`config.mk`:
```
export PLATFORM = sky130hd
export DESIGN_NAME = cs_result_fifo
export DESIGN_NICKNAME = d
export VERILOG_FILES = /design/src/rtl/cs_result_fifo.sv
export SDC_FILE = /design/constraint.sdc
export NUM_CORES = 1
export LEC_CHECK = 0
export BUFFER_PORTS_ARGS = -buffer_cell sky130_fd_sc_hd__buf_2
export CORE_UTILIZATION = 63
export CTS_BUF_LIST = sky130_fd_sc_hd__clkbuf_8
export CTS_CLUSTER_DIAMETER = 200
export CTS_CLUSTER_SIZE = 24
export DETAILED_ROUTE_END_ITERATION = 7
export PLACE_DENSITY = 0.93
export SYNTH_ARGS = -nofsm -noshare
export SYNTH_HDL_FRONTEND = slang
export SYNTH_SLANG_ARGS = --single-unit
```
`constraint.sdc`:
```
create_clock -name clk -period 5.6 [get_ports clk]
set_input_delay 0.56 -clock clk [delete_from_list [all_inputs] [get_ports clk]]
set_output_delay 0.56 -clock clk [all_outputs]
set_load 0.02 [all_outputs]
```
`src/rtl/cs_result_fifo.sv`:
```
// Result capture FIFO: holds upstream results once the averaging window is
// full, hands them to a ready/valid consumer, and records dropped samples.
module cs_result_fifo #(
    parameter int DEPTH = 4,
    parameter int WARM  = 9
) (
    input  logic                     clk,
    input  logic                     reset,
    input  logic [9:0]               y_in,
    input  logic                     cap_en,
    output logic [9:0]               out_data,
    output logic                     out_valid,
    input  logic                     out_ready,
    output logic [$clog2(DEPTH):0]   count,
    output logic                     warm,
    output logic                     overflow,
    output logic [7:0]               drop_cnt
);

    localparam int AW = $clog2(DEPTH);
    localparam int CW = AW + 1;
    localparam int WW = (WARM < 1) ? 1 : $clog2(WARM + 1);

    localparam logic [WW-1:0] WARM_MAX  = WW'(WARM);
    localparam logic [CW-1:0] COUNT_MAX = CW'(DEPTH);

    logic [WW-1:0] warm_cnt_q, warm_cnt_d;
    logic [AW-1:0] wr_ptr_q,   wr_ptr_d;
    logic [AW-1:0] rd_ptr_q,   rd_ptr_d;
    logic [CW-1:0] count_q,    count_d;
    logic          ovf_q,      ovf_d;
    logic [7:0]    drop_q,     drop_d;
    logic [9:0]    mem_q [DEPTH];

    logic warm_now;
    logic full;
    logic push_try;
    logic pop;
    logic push_ok;
    logic drop;

    // Handshake decode for this edge
    always_comb begin
        warm_now = (warm_cnt_q == WARM_MAX);
        full     = (count_q == COUNT_MAX);
        push_try = warm_now && cap_en;
        pop      = (count_q != '0) && out_ready;
        // A full FIFO still accepts a sample when the head leaves on the same edge
        push_ok  = push_try && (!full || pop);
        drop     = push_try && full && !pop;
    end

    // Next-state for warm-up counter, pointers, occupancy and drop tracking
    always_comb begin
        warm_cnt_d = warm_cnt_q;
        wr_ptr_d   = wr_ptr_q;
        rd_ptr_d   = rd_ptr_q;
        count_d    = count_q;
        ovf_d      = ovf_q;
        drop_d     = drop_q;

        if (!warm_now) begin
            warm_cnt_d = warm_cnt_q + WW'(1);
        end

        if (push_ok) begin
            wr_ptr_d = wr_ptr_q + AW'(1);
        end
        if (pop) begin
            rd_ptr_d = rd_ptr_q + AW'(1);
        end

        if (push_ok && !pop) begin
            count_d = count_q + CW'(1);
        end else if (pop && !push_ok) begin
            count_d = count_q - CW'(1);
        end

        if (drop) begin
            ovf_d = 1'b1;
            if (drop_q != 8'hFF) begin
                drop_d = drop_q + 8'd1;
            end
        end
    end

    // Control state register with synchronous reset
    always_ff @(posedge clk) begin
        if (reset) begin
            warm_cnt_q <= '0;
            wr_ptr_q   <= '0;
            rd_ptr_q   <= '0;
            count_q    <= '0;
            ovf_q      <= 1'b0;
            drop_q     <= '0;
        end else begin
            warm_cnt_q <= warm_cnt_d;
            wr_ptr_q   <= wr_ptr_d;
            rd_ptr_q   <= rd_ptr_d;
            count_q    <= count_d;
            ovf_q      <= ovf_d;
            drop_q     <= drop_d;
        end
    end

    // Entry storage; cleared on reset so the head reads zero afterwards
    always_ff @(posedge clk) begin
        if (reset) begin
            for (int unsigned i = 0; i < DEPTH; i++) begin
                mem_q[i] <= '0;
            end
        end else if (push_ok) begin
            mem_q[wr_ptr_q] <= y_in;
        end
    end

    // Output drive straight from registered state (no bypass path)
    always_comb begin
        out_data  = mem_q[rd_ptr_q];
        out_valid = (count_q != '0);
        count     = count_q;
        warm      = warm_now;
        overflow  = ovf_q;
        drop_cnt  = drop_q;
    end

endmodule

```
==> impl_metrics.xml <==
<?xml version="1.0" encoding="UTF-8"?>
<metrics>
  <group name="floorplanning">
    <metric name="io_pins" unit="">38</metric>
    <metric name="die-area" unit="um^2">4603</metric>
    <metric name="initial_core_util" unit="%">66.84</metric>
    <metric name="chipHeight" unit="um">67.85</metric>
    <metric name="die_w" unit="um">67.85</metric>
    <metric name="rows" unit="">23</metric>
    <metric name="placeableCoreArea" unit="um^2">4086</metric>
  </group>
  <group name="drt">
    <metric name="ant_nets" unit="">0</metric>
    <metric name="total_number_of_vias" unit="">1759</metric>
    <metric name="detail_route.iter0.violations" unit="">133</metric>
    <metric name="firstDrtPassIters" unit="">4</metric>
    <metric name="remaining_drc_errors" unit="">0</metric>
    <metric name="wirelength" unit="mm">5.472</metric>
    <metric name="wire_per_inst" unit="um">18.36</metric>
    <metric name="route.detailed.vias_per_inst" unit="">5.903</metric>
  </group>
  <group name="worst_setup_path">
    <metric name="path_buf_inv" unit="">0</metric>
    <metric name="critPathKind" unit="">reg2reg</metric>
    <metric name="critPathSlowestCell" unit="">sky130_fd_sc_hd__nor3b_1</metric>
    <metric name="worst-path-max-fanout" unit="">13</metric>
    <metric name="crit_path_end_kind" unit="">flop</metric>
    <metric name="timing.critical_path.cells" unit="">ha_1 -&gt; and4b_1 -&gt; nor3b_1 -&gt; nor3b_1 -&gt; or2_2</metric>
    <metric name="arrival" unit="ns">3.42</metric>
    <metric name="critical-path-max-stage-delay" unit="ns">1.01</metric>
    <metric name="timing.critical_path.mode_cell" unit="">sky130_fd_sc_hd__nor3b_1</metric>
    <metric name="worstPathRequired" unit="ns">5.63</metric>
    <metric name="setup.worst_path.start_class" unit="">flop</metric>
    <metric name="largest_delay_share_family_worst_path" unit="">simple AND/OR/NAND/NOR gates</metric>
  </group>
  <group name="logic_synthesis">
    <metric name="synth_nets" unit="">224</metric>
    <metric name="asyncSetResetFlopFracSynth" unit="%">0</metric>
    <metric name="synth-seq-cells" unit="">62</metric>
    <metric name="synth.distinct_cells" unit="">37</metric>
    <metric name="syn-mean-instance-area" unit="um^2">13.32</metric>
    <metric name="total_number_of_yosys_warnings" unit="">0</metric>
    <metric name="netlist_area" unit="um^2">2731</metric>
    <metric name="synthFlopType" unit="">sky130_fd_sc_hd__edfxtp_1</metric>
    <metric name="ys_seq_area_share" unit="%">60.10</metric>
    <metric name="number_of_flops_mapped_to_enable_cells_by_yosys" unit="">40</metric>
    <metric name="synth_cells" unit="">205</metric>
  </group>
  <group name="cts">
    <metric name="h_tree_level_count" unit="">3</metric>
    <metric name="ctsHoldBuffers" unit="">0</metric>
    <metric name="insertion_delay" unit="ns">0.35</metric>
    <metric name="tritoncts.num_buffers" unit="">9</metric>
    <metric name="post_cts_setup_repair_buffer_count" unit="">0</metric>
    <metric name="cts_root_buf" unit="">sky130_fd_sc_hd__clkbuf_8</metric>
    <metric name="cts.clk_slew.worst_paths" unit="ns">0.07</metric>
    <metric name="tritoncts" unit="">built</metric>
    <metric name="cts_resized" unit="">0</metric>
    <metric name="cts_max_path_buffers" unit="">2</metric>
    <metric name="cts.sink_count" unit="">62</metric>
  </group>
  <group name="timing">
    <metric name="crit_share_post_route" unit="%">60.49</metric>
    <metric name="min_period" unit="ns">3.387</metric>
    <metric name="timing_worst_slew_pin_value" unit="ns">1.250</metric>
    <metric name="final_max_slew_viol_count" unit="">0</metric>
    <metric name="clock_skew" unit="ns">0.01181</metric>
    <metric name="maxSlewHeadroom" unit="%">16.51</metric>
    <metric name="setup_tns" unit="ns">0</metric>
    <metric name="final-setup-viol-count" unit="">0</metric>
    <metric name="maximum_clock_rate" unit="MHz">295.2</metric>
    <metric name="hold_violations" unit="">0</metric>
    <metric name="rsz0062_at_grt" unit="">no</metric>
  </group>
  <group name="power">
    <metric name="post-layout-total-power" unit="uW">1221</metric>
    <metric name="power-per-cell-area" unit="nW/um^2">388.5</metric>
    <metric name="leakagePower" unit="uW">0.001265</metric>
    <metric name="ir_drop" unit="mV">0.3129</metric>
  </group>
  <group name="placement">
    <metric name="port_buffers" unit="">37</metric>
    <metric name="finalWeightedCongestion" unit="">0.7783</metric>
    <metric name="dp.final_hpwl" unit="mm">3.449</metric>
  </group>
  <group name="cells_and_area">
    <metric name="regArea" unit="um^2">1642</metric>
    <metric name="drive_gt1_share" unit="%">28.23</metric>
    <metric name="syn2layout_area_growth" unit="%">15.07</metric>
    <metric name="multi_input_comb_area" unit="um^2">1026</metric>
    <metric name="layout.filler_cells" unit="">248</metric>
    <metric name="final_net_count" unit="">262</metric>
    <metric name="antenna-diode-count" unit="">0</metric>
    <metric name="mostFrequentLayoutCells" unit="">40 x sky130_fd_sc_hd__and2_1, 40 x sky130_fd_sc_hd__edfxtp_1, 37 x sky130_fd_sc_hd__buf_2</metric>
  </group>
  <group name="run_status">
    <metric name="result_of_the_run" unit="">complete, no violations</metric>
  </group>
  <group name="min_path">
    <metric name="min_path_type" unit="">reg2reg</metric>
  </group>
  <group name="global_routing">
    <metric name="grt.total_usage" unit="%">27.51</metric>
    <metric name="grt_overflow_total" unit="">0</metric>
    <metric name="grt_antenna_before_repair" unit="">0</metric>
    <metric name="grt_first_pass_wirelength" unit="mm">8.507</metric>
    <metric name="first_global_vias" unit="">1743</metric>
    <metric name="grt_max_degree" unit="">27</metric>
  </group>
  <group name="job">
    <metric name="cap_violations" unit="">0</metric>
  </group>
</metrics>
-- worst min-delay path: cells and delay by family, from the launching register on --
family / cells / cell delay [ns]
AOI/OAI and AO/OA: 2 / 0.13
DFF: 1 / 0.34
-- cells in the mapped netlist, types with 2 or more instances --
master	number	area, um^2
sky130_fd_sc_hd__xnor2_1	3	26.28
sky130_fd_sc_hd__xor2_1	6	52.55
sky130_fd_sc_hd__o21ai_0	4	20.02
sky130_fd_sc_hd__clkbuf_1	5	18.77
sky130_fd_sc_hd__edfxtp_1	40	1201
sky130_fd_sc_hd__nand3_1	6	30.03
sky130_fd_sc_hd__dfxtp_1	22	440.4
sky130_fd_sc_hd__and2_1	40	250.2
sky130_fd_sc_hd__o31ai_1	3	22.52
sky130_fd_sc_hd__or3_1	3	18.77
sky130_fd_sc_hd__and3b_1	2	17.52
sky130_fd_sc_hd__mux4_2	10	225.2
sky130_fd_sc_hd__ha_1	4	50.05
sky130_fd_sc_hd__or3_2	2	15.01
sky130_fd_sc_hd__nor2b_1	2	12.51
sky130_fd_sc_hd__or4_1	3	22.52
sky130_fd_sc_hd__nand2_1	4	15.01
sky130_fd_sc_hd__buf_2	2	10.01
sky130_fd_sc_hd__a21oi_1	8	40.04
sky130_fd_sc_hd__mux2i_1	2	20.02
sky130_fd_sc_hd__nor2_1	12	45.04
sky130_fd_sc_hd__inv_1	4	15.01
sky130_fd_sc_hd__nor3b_1	2	15.01
sky130_fd_sc_hd__or2_2	3	18.77
-- routing by layer --
layer / share of wire, % / vias up / global-route usage [%]
li1: - / 817 / -
met1: 39 / 864 / 33.33
met4: 2.9 / 0 / 15.89
met5: 0 / - / 0
met3: 6.5 / 15 / 8.500
met2: 51 / 63 / 43.44
-- final timing paths --
check / startpoint / end / slack [ns] / depth (start not counted)
hold / removal: drop_cnt[7]$_SDFFE_PP0P_ / drop_cnt[7]$_SDFFE_PP0P_ / 0.51 / 2
setup reg to reg: warm_cnt_q[0]$_SDFFE_PP0P_ / mem_q[0][0]$_SDFFCE_PN0P_ / 2.21 / 5
hold reg to reg: drop_cnt[7]$_SDFFE_PP0P_ / drop_cnt[7]$_SDFFE_PP0P_ / 0.51 / 2
setup / recovery: warm_cnt_q[0]$_SDFFE_PP0P_ / mem_q[0][0]$_SDFFCE_PN0P_ / 2.21 / 5
-- kinds of logic after synthesis --
kind of cell | after synthesis | synth area share [%]
simple gates | 84 | 18.78
buf+inv | 14 | 2.336
fa+ha+maj | 5 | 2.565
flops | 62 | 60.10
xor+xnor | 9 | 2.886
compound gates | 19 | 4.352
mux | 12 | 8.979
-- power breakdown --
| part | internal, uW | switching, uW | total [uW] | leakage (uW) |
|---|---|---|---|---|
| clock network | 247 | 181 | 428 | 0.000103 |
| registers | 516 | 48.3 | 564 | 0.000591 |
| logic | 109 | 120 | 229 | 0.000571 |
-- flip-flops by register name (all words and copies together), names as in the netlist, named ones only --
name	cells
mem_q	40
drop_cnt	8
warm_cnt_q	4
count	3
rd_ptr_q	2
wr_ptr_q	2
overflow	1
-- layout make-up --
cell class              instances  share of cell area (%)
clock buffers                   9                   3.941
clock inverters                 7                   2.826
inverters                       4                  0.4777
flip-flops and latches         62                   52.23
well taps                      50                   1.990
multi-input cells             129                   32.64
repair buffers                 37                   5.892
-- metrics by stage --
stage | hold WS, ns | utilization (%) | setup slack [ns] | cell area, um^2 | instances
2_1_floorplan | 0.4847 | - | 3.239 | 2731 | 205
3_3_place_gp | 0.4641 | 71.71 | 2.427 | 2930 | 282
3_5_place_dp | 0.4615 | 71.71 | 2.179 | 2930 | 282
4_1_cts | 0.4952 | 76.91 | 2.193 | 3143 | 298
5_1_grt | 0.5205 | 76.91 | 1.884 | 3143 | 298
6_report | 0.5069 | 76.91 | 2.213 | 3143 | 298
Power figures use the tool's default switching activity.
